<file path="config.mk">
export PLATFORM = sky130hd
export DESIGN_NAME = inst_encoder
export DESIGN_NICKNAME = d
export VERILOG_FILES = /design/src/rtl/inst_encoder_pkg.sv /design/src/rtl/inst_encoder_pack.sv /design/src/rtl/inst_encoder.sv
export SDC_FILE = /design/constraint.sdc
export NUM_CORES = 1
export LEC_CHECK = 0
export CAP_MARGIN = 25
export CORE_AREA = 5 5 105 116
export CTS_BUF_LIST = sky130_fd_sc_hd__clkbuf_4
export CTS_CLUSTER_DIAMETER = 200
export CTS_CLUSTER_SIZE = 12
export DETAILED_ROUTE_END_ITERATION = 7
export DIE_AREA = 0 0 110 121
export PLACE_DENSITY = 0.77
export SYNTH_ARGS = -nofsm -noshare
export SYNTH_HDL_FRONTEND = slang
export SYNTH_SLANG_ARGS = --single-unit
</file>
<file path="constraint.sdc">
create_clock -name clk -period 2.2 [get_ports clk]
set_input_delay 0.22 -clock clk [delete_from_list [all_inputs] [get_ports clk]]
set_output_delay 0.22 -clock clk [all_outputs]
set_load 0.02 [all_outputs]
</file>
<file path="src/rtl/inst_encoder_pkg.sv">
// Shared types and constants for the RV32I instruction encoder.
// Format codes, opcode constants and the stage-1 field bundle.
package inst_encoder_pkg;

  localparam logic [2:0] FMT_R = 3'd0;
  localparam logic [2:0] FMT_I = 3'd1;
  localparam logic [2:0] FMT_S = 3'd2;
  localparam logic [2:0] FMT_B = 3'd3;
  localparam logic [2:0] FMT_U = 3'd4;
  localparam logic [2:0] FMT_J = 3'd5;

  localparam logic [6:0] OP_LOAD   = 7'h03;
  localparam logic [6:0] OP_IMM    = 7'h13;
  localparam logic [6:0] OP_STORE  = 7'h23;
  localparam logic [6:0] OP_BRANCH = 7'h63;
  localparam logic [6:0] OP_REG    = 7'h33;
  localparam logic [6:0] OP_LUI    = 7'h37;
  localparam logic [6:0] OP_JAL    = 7'h6F;

  typedef struct packed {
    logic [2:0]  fmt;
    logic [6:0]  opcode;
    logic [4:0]  rd;
    logic [4:0]  rs1;
    logic [4:0]  rs2;
    logic [2:0]  funct3;
    logic [6:0]  funct7;
    logic [31:0] imm;
  } fields_t;

  // True when imm[31:msb] are all copies of one bit.
  function automatic logic imm_fits(
    input logic [31:0] imm,
    input int unsigned msb
  );
    logic [31:0] hi;
    hi = $signed(imm) >>> msb;
    return (hi == '0) || (hi == '1);
  endfunction

endpackage

</file>
<file path="src/rtl/inst_encoder_pack.sv">
// Combinational RV32I field packer with immediate range check.
// Illegal formats pack as R and always flag an error.
module inst_pack
  import inst_encoder_pkg::*;
(
  input  fields_t     f,
  output logic [31:0] inst,
  output logic        err
);

  logic is_r, is_i, is_s, is_b, is_u, is_j;

  assign is_r = (f.fmt == FMT_R);
  assign is_i = (f.fmt == FMT_I);
  assign is_s = (f.fmt == FMT_S);
  assign is_b = (f.fmt == FMT_B);
  assign is_u = (f.fmt == FMT_U);
  assign is_j = (f.fmt == FMT_J);

  always_comb begin
    inst = {f.funct7, f.rs2, f.rs1,
            f.funct3, f.rd, f.opcode};
    err  = 1'b0;
    unique case (1'b1)
      is_r: err = 1'b0;
      is_i: begin
        inst = {f.imm[11:0], f.rs1,
                f.funct3, f.rd, f.opcode};
        err  = !imm_fits(f.imm, 11);
      end
      is_s: begin
        inst = {f.imm[11:5], f.rs2, f.rs1,
                f.funct3, f.imm[4:0], f.opcode};
        err  = !imm_fits(f.imm, 11);
      end
      is_b: begin
        inst = {f.imm[12], f.imm[10:5],
                f.rs2, f.rs1, f.funct3,
                f.imm[4:1], f.imm[11], f.opcode};
        err  = !imm_fits(f.imm, 12) || f.imm[0];
      end
      is_u: begin
        inst = {f.imm[31:12], f.rd, f.opcode};
        err  = (f.imm[11:0] != 12'd0);
      end
      is_j: begin
        inst = {f.imm[20], f.imm[10:1],
                f.imm[11], f.imm[19:12],
                f.rd, f.opcode};
        err  = !imm_fits(f.imm, 20) || f.imm[0];
      end
      default: err = 1'b1;
    endcase
  end

endmodule

</file>
<file path="src/rtl/inst_encoder.sv">
// Two-stage valid/ready RV32I instruction encoder.
// Stage 1 holds raw fields, stage 2 the packed word and error flag.
module inst_encoder #(
  parameter bit DROP_ERR = 1'b0,
  parameter int CNT_W    = 16
) (
  input  logic             clk,
  input  logic             rst_n,
  input  logic             in_valid,
  output logic             in_ready,
  input  logic [2:0]       in_fmt,
  input  logic [6:0]       in_opcode,
  input  logic [4:0]       in_rd,
  input  logic [4:0]       in_rs1,
  input  logic [4:0]       in_rs2,
  input  logic [2:0]       in_funct3,
  input  logic [6:0]       in_funct7,
  input  logic [31:0]      in_imm,
  output logic             out_valid,
  input  logic             out_ready,
  output logic [31:0]      out_inst,
  output logic             out_err,
  output logic [CNT_W-1:0] err_count
);
  import inst_encoder_pkg::*;

  fields_t          in_f;
  fields_t          s1_q, s1_d;
  logic             s1_valid_q, s1_valid_d;
  logic             s2_valid_q, s2_valid_d;
  logic [31:0]      s2_inst_q, s2_inst_d;
  logic             s2_err_q, s2_err_d;
  logic [CNT_W-1:0] cnt_q, cnt_d;
  logic [31:0]      pk_inst;
  logic             pk_err;
  logic             s1_adv;
  logic             keep;

  assign in_f = '{
    fmt:    in_fmt,
    opcode: in_opcode,
    rd:     in_rd,
    rs1:    in_rs1,
    rs2:    in_rs2,
    funct3: in_funct3,
    funct7: in_funct7,
    imm:    in_imm
  };

  inst_pack u_pack (
    .f    (s1_q),
    .inst (pk_inst),
    .err  (pk_err)
  );

  assign s1_adv   = !s2_valid_q || out_ready;
  assign in_ready = !s1_valid_q || s1_adv;
  assign keep     = !(DROP_ERR && pk_err);

  always_comb begin
    s1_d       = s1_q;
    s1_valid_d = s1_valid_q;
    s2_valid_d = s2_valid_q;
    s2_inst_d  = s2_inst_q;
    s2_err_d   = s2_err_q;
    cnt_d      = cnt_q;
    if (in_ready) begin
      s1_valid_d = in_valid;
      if (in_valid) s1_d = in_f;
    end
    if (s1_adv) begin
      s2_valid_d = s1_valid_q && keep;
      if (s1_valid_q && keep) begin
        s2_inst_d = pk_inst;
        s2_err_d  = pk_err;
      end
    end
    // Counted once, as the entry leaves stage 1.
    if (s1_valid_q && s1_adv && pk_err
        && (cnt_q != '1))
      cnt_d = cnt_q + {{(CNT_W-1){1'b0}}, 1'b1};
  end

  always_ff @(posedge clk or negedge rst_n) begin
    if (!rst_n) begin
      s1_q       <= '0;
      s1_valid_q <= 1'b0;
      s2_valid_q <= 1'b0;
      s2_inst_q  <= '0;
      s2_err_q   <= 1'b0;
      cnt_q      <= '0;
    end else begin
      s1_q       <= s1_d;
      s1_valid_q <= s1_valid_d;
      s2_valid_q <= s2_valid_d;
      s2_inst_q  <= s2_inst_d;
      s2_err_q   <= s2_err_d;
      cnt_q      <= cnt_d;
    end
  end

  assign out_valid = s2_valid_q;
  assign out_inst  = s2_inst_q;
  assign out_err   = s2_err_q;
  assign err_count = cnt_q;

endmodule

</file>
==> impl_metrics.env, run 1 <==
export IMPL_fin_crit_sh_pct=96.97
export IMPL_grt_max_degree=72
export IMPL_cap_violations=0
export IMPL_hpwlAfterDp_mm=9.102
export IMPL_syn_inst=436
export IMPL_grt_pass1_wl_mm=20.71
export IMPL_antenna_cells=0
export IMPL_cp_max_fo=8
export IMPL_synthesis_nets=508
export IMPL_p_per_area_nw_per_um2=920.9
export IMPL_worst_r2r_startpoint="s1_q[13]"
export IMPL_synth_area_leaders="dfrtp_1 56%, mux2_2 18%, mux2i_1 3.6%"
export IMPL_clock_skew_ps=9.916
export IMPL_worst_slew_pin_slew_ps=573.9
export IMPL_nFillCells=873
export IMPL_gp_congestion=0.8080
export IMPL_yosys_warnings=0
export IMPL_worstPathRequired_ps=2590
export IMPL_drt_iter0_markers=156
export IMPL_crit_path_end_kind="register"
export IMPL_io_buffers=121
export IMPL_antenna_found_initial=0
export IMPL_remaining_drc_errors=0
export IMPL_cp_arrival_ps=2530
export IMPL_synthArstFlopShare_pct=100.0
export IMPL_grt_pass1_vias=4160
export IMPL_fp_dieW_um=110
export IMPL_ant_nets=0
export IMPL_fp_row_count=40
export IMPL_root_buffer="clkbuf_4"
export IMPL_fin_util_pct=65.01
export IMPL_crit_chain="nor4_2 > nand2_1 > o311a_2 > a21oi_2 > buf_4 > a21oi_4 > mux2_2"
export IMPL_critPathTopFamily="compound AO/OA/AOI/OAI gates"
export IMPL_synth_compound_area_share_pct=7.574
export IMPL_worst_r2r_cell_count=7
export IMPL_ios=122
export IMPL_r2r_end="err_count[1]"
export IMPL_netlist_area_leader_share_pct=55.86
export IMPL_coreArea_sq_um=10860
export IMPL_fin_nets=645
export IMPL_slew_headroom_pct=61.34
export IMPL_multiInputGateArea_sq_um=2248
export IMPL_htree_levels=4
export IMPL_post_synth_top_area_cell="dfrtp_1"
export IMPL_setup_viol=0
export IMPL_worst_setup_path_start_kind="register"
export IMPL_synth_top_family_by_area="multiplexers"
export IMPL_cts_sinks=118
export IMPL_setup_slack_ps=66.74
export IMPL_min_delay_path_class="primary input to asynchronous set/reset pin"
export IMPL_rrSetupSlack_ps=70
export IMPL_grt_use_total_pct=20.24
export IMPL_crit_path_top_delay_cell="dfrtp_1"
export IMPL_hold_viol_final=0
export IMPL_clkSlewWorstSetupHoldPaths_ps=100
export IMPL_critPathMaxStageDelay_ps=420
export IMPL_fp_dieH_um=121
export IMPL_synthMuxAreaShare_pct=21.49
export IMPL_ir_drop_v=0.0006332
export IMPL_postPlaceCellArea_sq_um=6704
export IMPL_vias_per_cell=5.262
export IMPL_synth_edf_count=0
export IMPL_status="complete, no violations"
export IMPL_post_place_ws_ps=-42.69
export IMPL_grt_ovfl_total=0
export IMPL_num_vias=3852
export IMPL_power_leakage_nw=2.954
export IMPL_wl_mm=12.86
export IMPL_power_w=0.006502
export IMPL_yosys_area_share_simple_pct=10.11
export IMPL_clockBufferDepth=2
export IMPL_clk_latency_ps=500
export IMPL_yosys_cell_types_count=45
export IMPL_ff_latch_area_sq_um=2953
export IMPL_dr_pass1_iters=4
export IMPL_synth_flop_cell="dfrtp_1"
export IMPL_synth_seq_cells=118
export IMPL_crit_buf_inv=1
export IMPL_final_max_slew_viol_count=0
export IMPL_cts_buffers=17
export IMPL_initial_core_util_pct=48.68
export IMPL_synthXorXnorAreaFrac_pct=2.485
export IMPL_seq_area_frac_synth_pct=55.86
export IMPL_min_period_ps=2133
export IMPL_stdcell_area_sq_um=7061
export IMPL_drive_gt1_share_pct=24.96
export IMPL_netlist_area_sq_um=5286
export IMPL_dieArea_sq_um=13310
export IMPL_syn_to_final_growth_pct=33.56
export IMPL_syn_area_per_cell_sq_um=12.12
export IMPL_synth_adder_area_share_pct=0.2367
export IMPL_crit_type="register to register"
export IMPL_wl_per_cell_um=17.56
export IMPL_tritoncts="yes"
export IMPL_setup_tns_ps=0
export IMPL_max_freq_mhz=468.8
==> synth_stat cells, types with 2 or more instances <==
master    count
mux2_2       84
clkbuf_1     13
nand4_1      11
nor2_1       24
inv_1         3
mux2i_1      19
nor4_1        4
a22oi_1       5
nand2b_1      2
xnor2_1      14
o311a_2       2
nand3_1       8
a21oi_1      19
and3_2        2
o21ai_0      30
nor4_2        3
dfrtp_1     118
nand2_1      42
nor2b_1       2
buf_2         6
==> routing by layer <==
metal	GRT usage (%)	up-vias	part of all wire [%]	routed length, um
met5	0	-	0	0
met4	7.249	0	2.1	267
met3	6.865	20	6.3	804
met2	33.04	106	50	6376
met1	24.74	1892	42	5408
li1	-	1834	-	-
==> cell usage in the layout, fill, tap and decap left out, types with 11 or more instances in the layout <==
| cell type | synthesis | routed |
|---|---|---|
| clkdlybuf4s50_1 | 0 | 120 |
| dfrtp_1 | 118 | 118 |
| mux2_2 | 84 | 84 |
| nand2_1 | 42 | 41 |
| o21ai_0 | 30 | 30 |
| nor2_1 | 24 | 23 |
| mux2i_1 | 19 | 19 |
| a21oi_1 | 19 | 19 |
| clkbuf_4 | 0 | 17 |
| buf_4 | 0 | 16 |
| xnor2_1 | 14 | 14 |
| nand4_1 | 11 | 11 |
==> flip-flops by register name, summed over array words and instances, names as in the netlist <==
name        flops
out_valid       1
s1_q           67
out_inst       32
s1_valid_q      1
out_err         1
err_count      16
==> worst max-delay path by stage <==
stage                         start       endpoint  cells after the start
after floorplan           out_valid        s1_q[0]                      5
after global placement    out_ready   err_count[1]                      7
after CTS                  s1_q[10]  err_count[12]                      7
after global routing       s1_q[13]   err_count[1]                      7
final                      s1_q[13]   err_count[1]                      7
after detailed placement  out_ready   err_count[1]                      7
==> final cells by class <==
type                       count  share of cell area, %
clock buffer                  17                  1.808
inverter                       3                 0.1595
multi-input combinational    294                  31.84
sequential                   118                  41.82
clock inverter                14                  2.339
tap                          147                  2.605
timing repair buffer         139                  19.42
==> stage by stage <==
stage	hold slack, ps	std cells
floorplan	-75.59	436
global placement	67.43	696
detailed placement	68.07	696
CTS	45.11	729
global route	69.66	732
finish	81.78	732
==> where the power goes <==
group          internal (W)  switching, W
Sequential          0.00257      0.000359
Combinational       0.00102      0.000915
Clock              0.000869      0.000767
Total               0.00446       0.00204
==> kinds of logic after synthesis <==
kind of cell	count (synthesis)
adder cells (fa/ha/maj)	1
flip-flops	118
multiplexers	103
AND/OR/NAND/NOR	108
XOR/XNOR	15
AO/OA/AOI/OAI	66
buffers and inverters	25
==> what timing repair did <==
action	4_1_cts	5_1_grt
endpoints found under the setup margin	1	13
gates cloned	0	1
hold buffers	1	0
hold endpoints to repair	118	0
buffers inserted	1	2
pin swaps	0	1
gates resized for setup	0	4
Power figures use the tool's default switching activity.
==> run 2, diff against run 1 <==
- CORE_AREA: 5 5 105 116 -> 4 4 104 115
- DIE_AREA: 0 0 110 121 -> 0 0 108 119
- SETUP_SLACK_MARGIN: not set -> 0.3
==> impl_metrics.env, run 2 (same netlist as run 1, synthesis figures left out) <==
export IMPL_io_buffers=121
export IMPL_drt_iter0_markers=210
export IMPL_setup_slack_ps=135.3
export IMPL_p_per_area_nw_per_um2=930.1
export IMPL_min_delay_path_class="primary input to asynchronous set/reset pin"
export IMPL_cap_violations=0
export IMPL_initial_core_util_pct=48.68
export IMPL_layout_cells_most_common_list="114 x dfrtp_1, 114 x clkdlybuf4s50_1, 83 x mux2_2"
export IMPL_critPathTopFamily="simple AND/OR/NAND/NOR gates"
export IMPL_crit_chain="or4_4 > nor4_4 > a311oi_2 > a21oi_2 > buf_6 > a21oi_4 > mux2_2"
export IMPL_drive_gt1_share_pct=26.50
export IMPL_tritoncts="yes"
export IMPL_crit_path_end_kind="register"
export IMPL_drt_met1_wl_mm=5.386
export IMPL_clock_skew_ps=11.20
export IMPL_fp_row_count=40
export IMPL_fin_util_pct=66.04
export IMPL_grt_use_total_pct=21.07
export IMPL_hold_viol_final=0
export IMPL_critPathMaxStageDelay_ps=550
export IMPL_worst_slew_pin_slew_ps=603.3
export IMPL_ir_drop_v=0.0006170
export IMPL_clockBufferDepth=2
export IMPL_grt_max_degree=58
export IMPL_status="complete, no violations"
export IMPL_worstPathRequired_ps=2600
export IMPL_num_vias=3880
export IMPL_power_leakage_nw=3.044
export IMPL_antenna_cells=0
export IMPL_grt_ovfl_total=0
export IMPL_final_cells=732
export IMPL_max_freq_mhz=484.3
export IMPL_slew_headroom_pct=59.36
export IMPL_regMostFlops="s1_q"
export IMPL_root_buffer="clkbuf_4"
export IMPL_fin_nets=646
export IMPL_dieArea_sq_um=12850
export IMPL_fin_crit_sh_pct=93.85
export IMPL_worst_setup_path_start_kind="register"
export IMPL_rsz0062_at_grt="true"
export IMPL_crit_buf_inv=1
export IMPL_clk_latency_ps=510
export IMPL_dr_pass1_iters=4
export IMPL_cp_arrival_ps=2470
export IMPL_crit_path_top_delay_cell="or4_4"
export IMPL_htree_levels=4
export IMPL_grt_pass1_wl_mm=20.99
export IMPL_largest_reg_flops=67
export IMPL_syn_to_final_growth_pct=35.67
export IMPL_coreArea_sq_um=10860
export IMPL_setup_viol=0
export IMPL_place_inst=697
export IMPL_fp_dieH_um=119
export IMPL_cts_sinks=118
export IMPL_cp_max_fo=8
export IMPL_cts_buffers=17
export IMPL_min_period_ps=2065
export IMPL_hpwlAfterDp_mm=8.946
export IMPL_ios=122
export IMPL_worst_r2r_cell_count=7
export IMPL_wl_per_cell_um=17.31
export IMPL_nFillCells=862
export IMPL_holdWs_ps=237.7
export IMPL_cp_depth=7
export IMPL_vias_per_cell=5.301
export IMPL_final_max_slew_viol_count=0
export IMPL_top_layer="met4"
export IMPL_ant_nets=0
export IMPL_fp_dieW_um=108
export IMPL_met2WireLength_mm=6.350
export IMPL_remaining_drc_errors=0
export IMPL_antenna_found_initial=0
export IMPL_power_w=0.006671
export IMPL_clkSlewWorstSetupHoldPaths_ps=100
export IMPL_crit_type="register to register"
export IMPL_post_place_ws_ps=-7.056
export IMPL_wl_mm=12.67
export IMPL_gp_congestion=0.8421
export IMPL_grt_pass1_vias=4146
export IMPL_dr_wl_met3_um=781
run 2: cell count changes in the layout (fill, tap and decap cells not counted), sizes merged:
cell	change
clkinv	-4
clkinvlp	+1
dlygate4sd2	+2
dlymetal6s2s	+4
buf	+1
bufinv	+1
clkdlybuf4s50	-6
clkbuf	+1
run 2: worst register-to-register path: stages, from the launching register on:
cell      delay [ps]
dfrtp_1          400
or4_4            550
nor4_4           200
a311oi_2         140
a21oi_2          140
buf_6            140
a21oi_4           90
mux2_2           300
run 2: stage by stage:
stage                     TNS, ps  cell area (sq um)
after floorplan                 0               5289
after CTS                       0               7093
after global routing            0               7172
final                           0               7172
after detailed placement   -7.056               6713
after global placement          0               6713
run 2: path summary, 6_finish.rpt:
path | start | end | slack [ps]
hold reg to reg | out_inst[16] | out_inst[16] | 490
min in group clk | in_opcode[5] | s1_q[62] | 310
hold / removal | rst_n | err_count[4] | 240
max in group asynchronous | rst_n | out_valid | 1270
setup reg to reg | s1_q[10] | err_count[1] | 140
setup / recovery | s1_q[10] | err_count[1] | 140
run 2: area by class of cell:
type,instances,area (sq um),share of cell area (%)
Tap cell,147,183.9,2.565
Clock inverter,12,185.2,2.582
Timing Repair Buffer,140,1414,19.71
Multi-Input combinational cell,294,2285,31.86
Sequential cell,118,2958,41.24
Clock buffer,18,135.1,1.884
Inverter,3,11.26,0.1570
run 2: where the power goes:
part | internal (W) | leakage [nW] | switching, W
registers | 0.00258 | 1.42 | 0.000359
logic | 0.00103 | 1.46 | 0.000919
clock network | 0.00100 | 0.172 | 0.000783
total | 0.00461 | 3.04 | 0.00206
run 2: metal layers:
layer / GRT usage [%] / vias to the layer above
li1: - / 1836
met1: 26.97 / 1930
met2: 33.67 / 101
met3: 7.317 / 13
met4: 6.551 / 0
met5: 0 / -
run 2: repair_timing:
item                                    4_1_cts  5_1_grt
hold buffers                                  1        0
gates resized for setup                       7       19
endpoints found under the setup margin       19       24
endpoints found under the hold margin        43        0
pin swaps                                     1        4
setup buffers                                 2        1
cloned                                        1        0
==> run 3, diff against run 2 <==
- REMOVE_ABC_BUFFERS: not set -> 1
==> impl_metrics.env, run 3 (same netlist as run 1, synthesis figures left out) <==
export IMPL_largest_reg_flops=67
export IMPL_initial_core_util_pct=48.68
export IMPL_power_w=0.006458
export IMPL_crit_path_end_kind="register"
export IMPL_final_max_slew_viol_count=0
export IMPL_worst_r2r_startpoint="s1_q[27]"
export IMPL_regMostFlops="s1_q"
export IMPL_drt_iter0_markers=122
export IMPL_combPwrFrac_pct=30.2
export IMPL_clk_latency_ps=510
export IMPL_worst_r2r_cell_count=7
export IMPL_io_buffers=121
export IMPL_coreArea_sq_um=10860
export IMPL_fin_nets=648
export IMPL_num_vias=3962
export IMPL_vias_per_cell=5.376
export IMPL_min_delay_path_class="primary input to asynchronous set/reset pin"
export IMPL_crit_chain="nor4_1 > nand3_1 > o311a_4 > a21oi_2 > buf_6 > a21oi_4 > mux2_2"
export IMPL_fp_dieW_um=108
export IMPL_hpwlAfterDp_mm=8.900
export IMPL_final_common_cell="dfrtp_1"
export IMPL_cp_max_fo=8
export IMPL_max_freq_mhz=491.4
export IMPL_grt_use_total_pct=20.68
export IMPL_pwr_share_clk_pct=24.5
export IMPL_worstPathRequired_ps=2600
export IMPL_multiInputGateArea_sq_um=2323
export IMPL_setup_tns_ps=0
export IMPL_syn_to_final_growth_pct=35.74
export IMPL_crit_type="register to register"
export IMPL_ff_latch_area_sq_um=2955
export IMPL_power_internal_w=0.004376
export IMPL_setup_viol=0
export IMPL_r2r_end="err_count[1]"
export IMPL_postPlaceCellArea_sq_um=6726
export IMPL_switchingPower_w=0.002082
export IMPL_htree_levels=4
export IMPL_root_buffer="clkbuf_4"
export IMPL_worst_setup_path_start_kind="register"
export IMPL_grt_pass1_vias=4122
export IMPL_ir_drop_v=0.0004917
export IMPL_nFillCells=844
export IMPL_dieArea_sq_um=12850
export IMPL_grt_max_degree=60
export IMPL_critPathMaxStageDelay_ps=430
export IMPL_crit_path_top_delay_cell="dfrtp_1"
export IMPL_cp_arrival_ps=2430
export IMPL_rrSetupSlack_ps=160
export IMPL_ios=122
export IMPL_p_per_area_nw_per_um2=899.9
export IMPL_remaining_drc_errors=0
export IMPL_clock_skew_ps=14.58
export IMPL_worst_slew_pin_slew_ps=496.4
export IMPL_cts_buffers=17
export IMPL_netSwitchingFraction_pct=32.23
export IMPL_cap_violations=0
export IMPL_ant_nets=0
export IMPL_critPathTopFamily="compound AO/OA/AOI/OAI gates"
export IMPL_rsz0062_at_grt="true"
export IMPL_layout_cells_most_common_list="116 x dfrtp_1, 114 x clkdlybuf4s50_1, 83 x mux2_2"
export IMPL_antenna_found_initial=1
export IMPL_min_period_ps=2035
export IMPL_fp_row_count=40
export IMPL_power_leakage_nw=3.063
export IMPL_post_place_ws_ps=-60.69
export IMPL_power_frac_seq_pct=45.3
export IMPL_clockBufferDepth=2
export IMPL_fin_crit_sh_pct=92.50
export IMPL_drive_gt1_share_pct=27.16
export IMPL_wl_mm=12.52
export IMPL_fp_dieH_um=119
export IMPL_fin_util_pct=66.07
export IMPL_wl_per_cell_um=16.98
export IMPL_clkSlewWorstSetupHoldPaths_ps=110
export IMPL_hold_viol_final=0
export IMPL_dr_pass1_iters=6
export IMPL_grt_pass1_wl_mm=20.65
export IMPL_slew_headroom_pct=66.82
export IMPL_setup_slack_ps=164.9
export IMPL_crit_buf_inv=1
export IMPL_grt_ovfl_total=0
export IMPL_status="complete, no violations"
export IMPL_stdcell_area_sq_um=7176
export IMPL_cts_sinks=118
export IMPL_tritoncts="yes"
export IMPL_gp_congestion=0.7572
run 3: cell types whose count changed in the layout (fill, tap and decap cells not counted), sizes merged:
cell | before | now
buf | 19 | 21
bufinv | 5 | 3
diode | 0 | 1
dlygate4sd2 | 2 | 1
clkbuf | 18 | 17
clkinv | 6 | 7
dlymetal6s2s | 4 | 5
clkinvlp | 1 | 5
run 3: metal layers:
layer | vias to the layer above | part of all wire [%] | global-route usage [%] | wire, um
met5 | - | 0 | 0 | 0
met4 | 0 | 3.1 | 10.10 | 392
met3 | 31 | 6.4 | 6.125 | 806
met2 | 120 | 49 | 32.54 | 6082
met1 | 1971 | 42 | 25.95 | 5236
li1 | 1840 | - | - | -
run 3: power by group through the flow:
stage | combinational, W | clock, W | sequential (W)
floorplan | 0.000740 | 0 | 0.00319
global placement | 0.00187 | 0 | 0.00293
detailed placement | 0.00192 | 0 | 0.00295
CTS | 0.00196 | 0.00162 | 0.00292
global route | 0.00212 | 0.00173 | 0.00299
finish | 0.00195 | 0.00158 | 0.00292
run 3: stage by stage:
stage / std cells / hold slack, ps
global placement: 699 / 135.4
floorplan: 414 / -75.59
global route: 737 / 131.4
CTS: 735 / 100.2
detailed placement: 699 / 140.3
finish: 737 / 151.4
run 3: repair_timing:
action / 4_1_cts / 5_1_grt
setup buffers: 2 / 1
gates resized for setup: 11 / 13
hold endpoints to repair: 118 / 0
gates cloned: 1 / 0
hold buffers: 1 / 0
setup endpoints to repair: 17 / 23
pin swaps: 8 / 7
run 3: final cells by class:
class | count | area share (%)
Antenna cell | 1 | 0.03487
Clock buffer | 17 | 1.779
Clock inverter | 15 | 2.267
Inverter | 3 | 0.1569
Multi-Input combinational cell | 294 | 32.38
Sequential cell | 118 | 41.19
Tap cell | 147 | 2.563
Timing Repair Buffer | 142 | 19.63
run 3: worst max path at each step:
stage / to / slack (ps) / depth (start not counted) / startpoint
after floorplan: s1_q[0] / -580 / 3 / out_valid
after global placement: err_count[1] / -0.8 / 7 / out_ready
after detailed placement: err_count[1] / -60 / 7 / out_ready
after CTS: err_count[1] / 170 / 7 / s1_q[10]
after global routing: err_count[1] / 50 / 7 / s1_q[22]
final: err_count[1] / 160 / 7 / s1_q[27]
